**config.mk**
```make
export PLATFORM = sky130hd
export DESIGN_NAME = bullet_pool_control
export DESIGN_NICKNAME = d
export VERILOG_FILES = /design/src/rtl/bullet_pool_control.sv
export SDC_FILE = /design/constraint.sdc
export NUM_CORES = 1
export LEC_CHECK = 0
export BUFFER_PORTS_ARGS = -buffer_cell sky130_fd_sc_hd__buf_2
export CORE_ASPECT_RATIO = 0.7
export CORE_UTILIZATION = 48
export DETAILED_ROUTE_END_ITERATION = 10
export HOLD_SLACK_MARGIN = 0.02
export PLACE_DENSITY = 0.69
export SLEW_MARGIN = 20
export SYNTH_ARGS = -nofsm -noshare
export SYNTH_HDL_FRONTEND = slang
export SYNTH_SLANG_ARGS = --single-unit
```
**constraint.sdc**
```tcl
create_clock -name clk -period 3.1 [get_ports clk]
set_input_delay 0.62 -clock clk [delete_from_list [all_inputs] [get_ports clk]]
set_output_delay 0.62 -clock clk [all_outputs]
set_load 0.005 [all_outputs]
```
**src/rtl/bullet_pool_control.sv**
```systemverilog
// bullet_pool_control: multi-slot projectile pool with edge-triggered fire, cooldown and step ticks
module bullet_pool_control #(
  parameter int NUM_BULLETS = 4,
  parameter int STEP_DIV    = 500000,
  parameter int SPEED       = 1,
  parameter int COOLDOWN    = 2000000
) (
  input  logic                     clk,
  input  logic                     reset,
  input  logic                     load_level,
  input  logic                     play,
  input  logic                     fire,
  input  logic [7:0]               playerX,
  input  logic [6:0]               playerY,
  input  logic [NUM_BULLETS-1:0]   hit_vec,
  output logic [8*NUM_BULLETS-1:0] bulletX,
  output logic [7*NUM_BULLETS-1:0] bulletY,
  output logic [NUM_BULLETS-1:0]   active,
  output logic                     move,
  output logic                     shot,
  output logic                     dropped
);
  localparam int CW = $clog2(STEP_DIV);
  localparam int KW = $clog2(COOLDOWN + 1);
  localparam int SW = NUM_BULLETS > 1 ? $clog2(NUM_BULLETS) : 1;
  logic                   fire_q;
  logic [CW-1:0]          step_ctr;
  logic [KW-1:0]          cool;
  logic [SW-1:0]          sel;
  logic [NUM_BULLETS-1:0] step_ok;
  logic                   fire_edge, tick, accept;
  logic [7:0]             park_x;
  logic [6:0]             park_y;
  assign fire_edge = fire & ~fire_q;
  assign tick      = step_ctr == CW'(STEP_DIV - 1);
  assign accept    = play & fire_edge & (cool == '0) & ~&active;
  assign park_x    = playerX + 8'd1;
  assign park_y    = playerY + 7'd1;
  always_comb begin
    sel     = '0;
    step_ok = '0;
    for (int i = NUM_BULLETS - 1; i >= 0; i--) begin
      if (!active[i]) sel = SW'(i);
      step_ok[i] = active[i] & ~hit_vec[i] & (bulletY[7*i +: 7] >= 7'(SPEED));
    end
  end
  always_ff @(posedge clk) begin
    if (reset | load_level) begin
      active   <= '0;
      move     <= 1'b0;
      shot     <= 1'b0;
      dropped  <= 1'b0;
      step_ctr <= '0;
      cool     <= '0;
      fire_q   <= 1'b0;
      for (int i = 0; i < NUM_BULLETS; i++) begin
        bulletX[8*i +: 8] <= park_x;
        bulletY[7*i +: 7] <= park_y;
      end
    end else begin
      fire_q  <= fire;
      shot    <= accept;
      dropped <= play & fire_edge & ~accept;
      move    <= play & tick & |step_ok;
      if (play) begin
        step_ctr <= tick ? '0 : step_ctr + 1'b1;
        cool     <= accept ? KW'(COOLDOWN - 1) : (cool != '0 ? cool - 1'b1 : cool);
        for (int i = 0; i < NUM_BULLETS; i++) begin
          if (active[i] && !hit_vec[i]) begin
            if (tick && step_ok[i]) begin
              bulletY[7*i +: 7] <= bulletY[7*i +: 7] - 7'(SPEED);
            end else if (tick) begin
              active[i]         <= 1'b0;
              bulletX[8*i +: 8] <= park_x;
              bulletY[7*i +: 7] <= park_y;
            end
          end else if (accept && sel == SW'(i)) begin
            active[i]         <= 1'b1;
            bulletX[8*i +: 8] <= park_x;
            bulletY[7*i +: 7] <= playerY;
          end else begin
            active[i]         <= 1'b0;
            bulletX[8*i +: 8] <= park_x;
            bulletY[7*i +: 7] <= park_y;
          end
        end
      end
    end
  end
endmodule

```
==> results of run 1 <==
## layer usage
metal	vias to the layer above	part of all wire (%)	wire (µm)	global-route usage (%)
met5	-	0	0	0
met2	333	40	7369	38.15
met3	39	12	2183	8.280
li1	2622	-	-	-
met1	2666	46	8401	40.91
met4	0	2.1	390	8.707
## sequential cells by signal, indices dropped and copies added (netlist names)
register and count:
step_ctr 19, dropped 1, shot 1, active 4
bulletY 28, move 1, cool 21, fire_q 1
bulletX 32
## stage by stage
step                setup slack, ps  std cells
global placement              508.6        878
finish                        543.8        894
detailed placement            492.3        878
CTS                           595.9        894
global route                  321.0        894
floorplan                     578.2        633
## cell usage after synthesis, types with 6 or more instances
master,n,area (µm²)
nand3b_1,6,45.04
nor3_1,10,50.05
xnor2_1,24,210.2
nand2_1,43,161.4
mux2i_1,9,90.09
or3_1,9,56.30
nor4_1,18,112.6
o21ai_1,6,30.03
o21ai_0,27,135.1
a211oi_1,10,75.07
a21oi_1,23,115.1
and4_1,6,52.55
dfxtp_1,48,960.9
o211ai_1,13,97.59
inv_1,23,86.33
a31oi_1,9,56.30
ha_1,13,162.7
edfxtp_1,60,1802
or4_1,11,82.58
nand4_1,15,93.84
xor2_1,26,227.7
nor2_1,53,198.9
a311oi_1,9,78.83
clkbuf_1,19,71.32
nand2b_1,7,43.79
nand3_1,29,145.1
## area by class of cell
| type | instances | area share (%) |
|---|---|---|
| Clock buffer | 9 | 3.117 |
| Clock inverter | 7 | 1.195 |
| Inverter | 23 | 1.195 |
| Multi-Input combinational cell | 476 | 45.24 |
| Sequential cell | 108 | 38.24 |
| Tap cell | 162 | 2.806 |
| Timing Repair Buffer | 109 | 8.209 |
## worst min-delay path by stage
stage | from | end | slack, ps | depth (start not counted)
final | step_ctr[1]$_SDFFE_PP0P_ | step_ctr[1]$_SDFFE_PP0P_ | 490 | 2
after CTS | step_ctr[1]$_SDFFE_PP0P_ | step_ctr[1]$_SDFFE_PP0P_ | 490 | 2
after detailed placement | step_ctr[1]$_SDFFE_PP0P_ | step_ctr[1]$_SDFFE_PP0P_ | 480 | 2
after global routing | step_ctr[1]$_SDFFE_PP0P_ | step_ctr[1]$_SDFFE_PP0P_ | 500 | 2
after floorplan | step_ctr[1]$_SDFFE_PP0P_ | step_ctr[1]$_SDFFE_PP0P_ | 460 | 2
after global placement | step_ctr[1]$_SDFFE_PP0P_ | step_ctr[1]$_SDFFE_PP0P_ | 480 | 2
## kinds of logic after synthesis
kind of cell / share of synthesized area [%]
AO/OA/AOI/OAI: 15.75
XOR/XNOR: 7.039
adder cells (fa/ha/maj): 2.615
buffers and inverters: 3.198
flip-flops: 44.41
multiplexers: 1.810
AND/OR/NAND/NOR: 25.18
## power groups by stage
stage                     combinational (µW)  sequential (µW)  clock, µW
after floorplan                         1240             1860          0
after global placement                  1690             1880          0
after detailed placement                1700             1890          0
after CTS                               1710             1860       1210
after global routing                    1910             1890       1260
final                                   1740             1860       1190
## critical path, cell delays in order (launching register included)
cell      delay, ps
dfxtp_1         380
ha_1            250
nand3b_1        110
nor4_2          620
buf_4           310
o2111a_1        270
o21ai_1         130
a211oi_1        310
## layout by cell type, fill, tap and decap left out, drive strengths merged, types with 23 or more instances in the layout
cell type,Yosys,final
nor2,54,54
xnor2,24,24
buf,7,109
o21ai,33,33
nand3,29,29
edfxtp,60,60
dfxtp,48,48
xor2,26,26
inv,23,27
a21oi,23,23
nand2,45,45
nor4,25,25
==> impl_metrics.env, run 1 <==
export IMPL_synth_async_sr_flop_share_pct=0
export IMPL_hp_class="flop to flop"
export IMPL_crit_start="step_ctr[0]$_SDFFE_PP0P_"
export IMPL_fp_dieH_um=97.25
export IMPL_period_share_pct=82.46
export IMPL_path_clk_slew_ps=80
export IMPL_post_route_util_pct=57.76
export IMPL_r2r_start="step_ctr[0]$_SDFFE_PP0P_"
export IMPL_power_share_clock_pct=24.8
export IMPL_finalNetCount=764
export IMPL_grt_pass1_wl_um=29110
export IMPL_netlist_area_um2=6221
export IMPL_post_dp_cell_area_um2=6913
export IMPL_post_route_drc_count=0
export IMPL_first_pass_iters=6
export IMPL_p_sw_uw=1884
export IMPL_p_int_uw=2912
export IMPL_seq_power_share_pct=38.8
export IMPL_end_kind="flop"
export IMPL_pwr_share_comb_pct=36.3
export IMPL_status="finished, final reports clean"
export IMPL_vias=5660
export IMPL_power_uw=4796
export IMPL_avgSynthCellArea_um2=9.828
export IMPL_numCtsBuffers=9
export IMPL_tightestPinTransition_ps=777.6
export IMPL_worst_hold_slack_ps=492.0
export IMPL_layout_drive_gt1_share_pct=21.58
export IMPL_cp_max_fo=11
export IMPL_htree_num_levels=3
export IMPL_antenna_found_initial=0
export IMPL_synth_seq_cells=108
export IMPL_routed_via_density=6.331
export IMPL_synthToLayoutAreaGrowth_pct=16.13
export IMPL_diodes=0
export IMPL_fin_crit_ps=2556
export IMPL_drv_cap=0
export IMPL_fillers=1117
export IMPL_clk_latency_ps=360
export IMPL_setup_viol=0
export IMPL_max_slew_margin_rel_pct=47.68
export IMPL_ctsResizeCount=0
export IMPL_postCtsHoldBufs=0
export IMPL_boundaryPins=91
export IMPL_synth_flop_cell="edfxtp_1"
export IMPL_synth_edf_count=60
export IMPL_timing_fmax_ghz=0.3912
export IMPL_dr_first_iter_drc_count=596
export IMPL_fin_area_um2=7224
export IMPL_start_kind="flop"
export IMPL_setup_tns_final_ps=0
export IMPL_slew_violations=0
export IMPL_multi_input_area_um2=3268
export IMPL_postRouteAntennaNets=0
export IMPL_clk_path_buf_depth=2
export IMPL_dieArea_um2=13430
export IMPL_netSwitchingFraction_pct=39.29
export IMPL_rsz0062_at_grt="false"
export IMPL_grt_pass1_vias=5257
export IMPL_synth_cell_types=76
export IMPL_crit_type="flop to flop"
export IMPL_yosys_warnings=0
export IMPL_core_um2=12510
export IMPL_grt_overflow=0
export IMPL_max_vdd_ir_drop_mv=0.3538
export IMPL_seqCellArea_um2=2763
export IMPL_syn_inst=633
export IMPL_cts_tree="built"
export IMPL_worstPathRequired_ps=3270
export IMPL_die_x_um=138.1
export IMPL_grt_usage_pct=27.68
export IMPL_globalplace_congestion=0.9791
export IMPL_core_rowCount=34
export IMPL_dpl_hpwl_um=13820
export IMPL_synth_seq_area_share_pct=44.41
export IMPL_post_cts_buffers=0
export IMPL_ff2ff_path_depth=7
export IMPL_cts_root_buf="clkbuf_16"
export IMPL_r2r_setup_slack_ps=540
export IMPL_r2r_end="bulletY[9]$_DFFE_PP_"
export IMPL_port_buffers=90
export IMPL_clock_sinks=108
export IMPL_clock_skew_ps=15.05
export IMPL_arrival_ps=2730
export IMPL_start_util_pct=49.74
export IMPL_grt_max_degree=25
export IMPL_avgRoutedWirePerCell_um=20.52
export IMPL_endpoint="bulletY[9]$_DFFE_PP_"
export IMPL_power_leakage_uw=0.002661
export IMPL_drt_total_wl_um=18350
export IMPL_synth_nets=670
export IMPL_hold_viol_final=0
export IMPL_power_density_nw_per_um2=663.9
Power figures use the tool's default switching activity.
==> run 2: changes to the inputs <==
Clock period 3.1 ns to 2.36 ns, I/O delays scaled along.
==> run 2 against run 1 <==
Core utilization rose by 5.1 points. First-iteration DRC count rose by 29%. Clock skew fell by 3.1 ps. Clock-buffer cell count did not move. Sequential share of layout area fell by 3.1 points. Worst hold slack got worse by 100 ps. Non-clock buffer count rose by 67. Critical endpoint is now bulletY[2]$_DFFE_PP_. Sequential cell count did not move.
==> impl_metrics.env, run 2 (synthesized netlist as in run 1, its figures left out) <==
export IMPL_hold_viol_final=0
export IMPL_max_vdd_ir_drop_mv=0.6115
export IMPL_avgRoutedWirePerCell_um=19.89
export IMPL_boundaryPins=91
export IMPL_vias=5926
export IMPL_layout_drive_gt1_share_pct=28.79
export IMPL_port_buffers=90
export IMPL_arrival_ps=2470
export IMPL_post_dp_cell_area_um2=7458
export IMPL_clk_latency_ps=360
export IMPL_synthToLayoutAreaGrowth_pct=26.35
export IMPL_crit_family="simple AND/OR/NAND/NOR gates"
export IMPL_routed_via_density=6.166
export IMPL_slowest_delay_ps=430
export IMPL_start_kind="flop"
export IMPL_hp_start="fire"
export IMPL_post_route_util_pct=62.85
export IMPL_fin_area_um2=7860
export IMPL_crit_start="cool[0]$_SDFFE_PP0P_"
export IMPL_cts_tree="built"
export IMPL_power_density_nw_per_um2=864.7
export IMPL_diodes=0
export IMPL_final_common_cell="buf_2"
export IMPL_worstPathRequired_ps=2560
export IMPL_drt_total_wl_um=19120
export IMPL_drv_cap=0
export IMPL_crit_type="flop to flop"
export IMPL_grt_usage_pct=28.72
export IMPL_numCtsBuffers=9
export IMPL_clk_path_buf_depth=2
export IMPL_setup_viol=0
export IMPL_start_util_pct=49.74
export IMPL_largest_register_ffs=32
export IMPL_layout_common_cells="90 x buf_2, 79 x buf_4, 60 x edfxtp_1"
export IMPL_clock_skew_ps=11.91
export IMPL_cts_root_buf="clkbuf_16"
export IMPL_ff2ff_path_depth=8
export IMPL_grt_pass1_wl_um=30410
export IMPL_top_regs="bulletX x32, bulletY x28, cool x21"
export IMPL_worst_hold_slack_ps=387.9
export IMPL_finalNetCount=831
export IMPL_status="finished, final reports clean"
export IMPL_fp_dieH_um=97.25
export IMPL_clock_sinks=108
export IMPL_period_share_pct=96.47
export IMPL_cp_slowest_cell="nor4_1"
export IMPL_slew_violations=0
export IMPL_hp_class="primary input to flop"
export IMPL_dpl_hpwl_um=14680
export IMPL_grt_overflow=0
export IMPL_rsz0062_at_grt="false"
export IMPL_tightestPinTransition_ps=480.1
export IMPL_max_slew_margin_rel_pct=67.72
export IMPL_path_cells="inv_1, ha_1, nor4b_4, nand4_4, buf_4, nor4_1, o21ai_0, o211ai_1"
export IMPL_grt_pass1_vias=5506
export IMPL_worst_path_buf_inv=2
export IMPL_power_uw=6797
export IMPL_holdPathStages=2
export IMPL_setup_tns_final_ps=0
export IMPL_dieArea_um2=13430
export IMPL_core_rowCount=34
export IMPL_first_pass_iters=5
export IMPL_post_route_drc_count=0
export IMPL_path_clk_slew_ps=80
export IMPL_htree_num_levels=3
export IMPL_r2r_start="cool[0]$_SDFFE_PP0P_"
export IMPL_core_um2=12510
export IMPL_postRouteAntennaNets=0
export IMPL_regMostFlops="bulletX"
export IMPL_globalplace_congestion=0.9740
export IMPL_antenna_found_initial=0
export IMPL_fin_crit_ps=2277
export IMPL_end_kind="flop"
export IMPL_power_leakage_uw=0.003041
export IMPL_die_x_um=138.1
export IMPL_timing_fmax_ghz=0.4392
export IMPL_critical_path_depth=8
export IMPL_dr_first_iter_drc_count=770
export IMPL_grt_max_degree=26
export IMPL_cp_max_fo=8
## run 2: cell count changes in the layout (fill, tap and decap cells not counted), moves of 2 or more
cell / delta
buf_4: +60
buf_12: +7
o21ai_0: -2
o21ai_1: +2
## run 2: repair_timing
item,CTS,global route
endpoints found under the setup margin,0,54
setup buffers,0,6
hold buffers,0,0
gates resized for setup,0,7
hold endpoints to repair,0,0
## run 2: metal layers
layer,up-vias,GRT usage [%],wire [µm]
li1,2743,-,-
met1,2847,42.51,8926
met2,308,40.92,7969
met3,28,7.393,1911
met4,0,8.115,308
met5,-,0,0
## run 2: worst paths after layout
path,endpoint,slack (ps)
max,bulletY[2]$_DFFE_PP_,80
min,fire_q$_SDFF_PP0_,390
max reg2reg,bulletY[2]$_DFFE_PP_,80
min reg2reg,step_ctr[1]$_SDFFE_PP0P_,490
## run 2: area by class of cell
class,count,area [µm²]
repair buffers,176,1184
well taps,162,202.7
inverters,23,86.33
fillers,1032,4647
clock buffers,9,225.2
multi-input cells,476,3313
clock inverters,7,86.33
flip-flops and latches,108,2763
## run 2: power breakdown
group / internal (µW) / switching (µW)
Clock: 767 / 794
Combinational: 1230 / 1570
Sequential: 2210 / 228
## run 2: metrics by stage
step,setup slack (ps),instances
after floorplan,56.71,633
after global placement,77.87,939
after detailed placement,64.25,939
after CTS,58.44,955
after global routing,3.170,961
final,83.30,961
==> run 3: changes to the inputs <==
Settings changed: CORE_MARGIN from default to 2.
==> run 3 against run 2 <==
Die area grew 3.5%. Global-route usage down 0.36 points. Critical path type unchanged. Via count is 1.9% higher. Largest cell class unchanged. The run now ends with design-rule violations left. Worst hold slack worse by 27 ps.
==> impl_metrics.env, run 3 (synthesized netlist as in run 1, its figures left out) <==
export IMPL_status="finished with violations"
export IMPL_violations="design-rule violations"
export IMPL_end_kind="flop"
export IMPL_fin_cells=973
export IMPL_htree_num_levels=3
export IMPL_ff2ff_path_depth=8
export IMPL_cp_max_fo=9
export IMPL_layout_common_cells="93 x buf_4, 90 x buf_2, 60 x edfxtp_1"
export IMPL_clk_latency_ps=370
export IMPL_timing_fmax_ghz=0.4284
export IMPL_fin_crit_ps=2334
export IMPL_boundaryPins=91
export IMPL_dr_first_iter_drc_count=569
export IMPL_avgRoutedWirePerCell_um=20.40
export IMPL_path_clk_slew_ps=80
export IMPL_tightestPinTransition_ps=515.6
export IMPL_multi_input_area_um2=3313
export IMPL_synthToLayoutAreaGrowth_pct=27.03
export IMPL_holdPathStages=2
export IMPL_regMostFlops="bulletX"
export IMPL_hp_class="primary input to flop"
export IMPL_cts_root_buf="clkbuf_16"
export IMPL_layout_drive_gt1_share_pct=30.00
export IMPL_clock_sinks=108
export IMPL_grt_overflow=0
export IMPL_die_x_um=140.1
export IMPL_finalNetCount=842
export IMPL_final_common_cell="buf_4"
export IMPL_start_kind="flop"
export IMPL_arrival_ps=2520
export IMPL_postRouteAntennaNets=0
export IMPL_setup_viol=0
export IMPL_core_um2=12550
export IMPL_first_pass_iters=9
export IMPL_fp_dieH_um=99.25
export IMPL_globalplace_congestion=0.9648
export IMPL_grt_pass1_vias=5714
export IMPL_hold_viol_final=0
export IMPL_place_inst=952
export IMPL_dieArea_um2=13900
export IMPL_grt_max_degree=27
export IMPL_largest_register_ffs=32
export IMPL_port_buffers=90
export IMPL_post_dp_cell_area_um2=7518
export IMPL_vias=6036
export IMPL_drt_total_wl_um=19850
export IMPL_worstPathRequired_ps=2550
export IMPL_dpl_hpwl_um=15170
export IMPL_grt_pass1_wl_um=30910
export IMPL_crit_start="cool[0]$_SDFFE_PP0P_"
export IMPL_clk_path_buf_depth=2
export IMPL_start_util_pct=49.57
export IMPL_clock_skew_ps=13.13
export IMPL_grt_usage_pct=28.36
export IMPL_core_rowCount=34
export IMPL_drv_cap=0
export IMPL_crit_type="flop to flop"
export IMPL_fillers=1037
export IMPL_power_leakage_uw=0.003083
export IMPL_slew_violations=0
export IMPL_max_slew_margin_rel_pct=65.46
export IMPL_power_density_nw_per_um2=859.5
export IMPL_numCtsBuffers=9
export IMPL_fin_area_um2=7903
export IMPL_cts_tree="built"
export IMPL_r2r_start="cool[0]$_SDFFE_PP0P_"
export IMPL_r2r_end="bulletY[18]$_DFFE_PP_"
export IMPL_seqCellArea_um2=2763
export IMPL_antenna_found_initial=1
export IMPL_top_regs="bulletX x32, bulletY x28, cool x21"
export IMPL_r2r_setup_slack_ps=30
export IMPL_routed_via_density=6.203
export IMPL_max_vdd_ir_drop_mv=0.4971
export IMPL_period_share_pct=98.91
export IMPL_endpoint="bulletY[18]$_DFFE_PP_"
export IMPL_post_route_drc_count=22
[run 3: worst min-delay path by stage]
stage | from | to | slack (ps)
finish | fire | fire_q$_SDFF_PP0_ | 360
detailed placement | step_ctr[1]$_SDFFE_PP0P_ | step_ctr[1]$_SDFFE_PP0P_ | 490
global placement | step_ctr[1]$_SDFFE_PP0P_ | step_ctr[1]$_SDFFE_PP0P_ | 470
CTS | fire | fire_q$_SDFF_PP0_ | 350
global route | fire | fire_q$_SDFF_PP0_ | 370
floorplan | step_ctr[1]$_SDFFE_PP0P_ | step_ctr[1]$_SDFFE_PP0P_ | 460
[run 3: timing repair]
action	4_1_cts	5_1_grt
buffers inserted	0	4
resized for setup	0	8
hold buffers	0	0
setup endpoints to repair	0	54
[run 3: worst max-delay path: stages (launching register included)]
cell and delay [ps]:
dfxtp_1 350, inv_1 100, ha_1 150, nor4b_4 210
buf_4 190, nand4_4 200, or3_1 520, a32o_1 230
a21oi_1 210
[run 3: layer usage]
metal	wire (µm)	share of wire, %	track usage (%)
met3	1931	9.7	6.548
met4	325	1.6	6.838
met2	8484	43	43.08
met5	0	0	0
met1	9107	46	41.36
[run 3: per-stage QoR]
step	setup TNS [ps]	total power, µW	util [%]	setup slack [ps]	hold WS (ps)
3_3_place_gp	0	4934	59.91	39.92	470.6
5_1_grt	-215.4	7092	62.95	-49.16	367.5
2_1_floorplan	0	4077	-	56.71	457.1
6_report	0	6792	62.97	25.72	360.9
3_5_place_dp	0	5031	59.91	48.88	488.4
4_1_cts	0	6599	62.35	49.88	353.6
[run 3: power breakdown]
part | total (µW) | leakage [µW] | internal (µW) | switching (µW)
Combinational | 2790 | 0.00192 | 1160 | 1630
Clock | 1570 | 0.000150 | 765 | 802
Sequential | 2430 | 0.00101 | 2210 | 222
[run 3: area by class of cell]
cell class                 instances  area share [%]
timing repair buffer             187           15.55
multi-input combinational        476           41.93
inverter                          23           1.092
antenna                            1         0.03167
clock buffer                       9           2.850
tap                              162           2.565
sequential                       108           34.96
clock inverter                     7           1.029
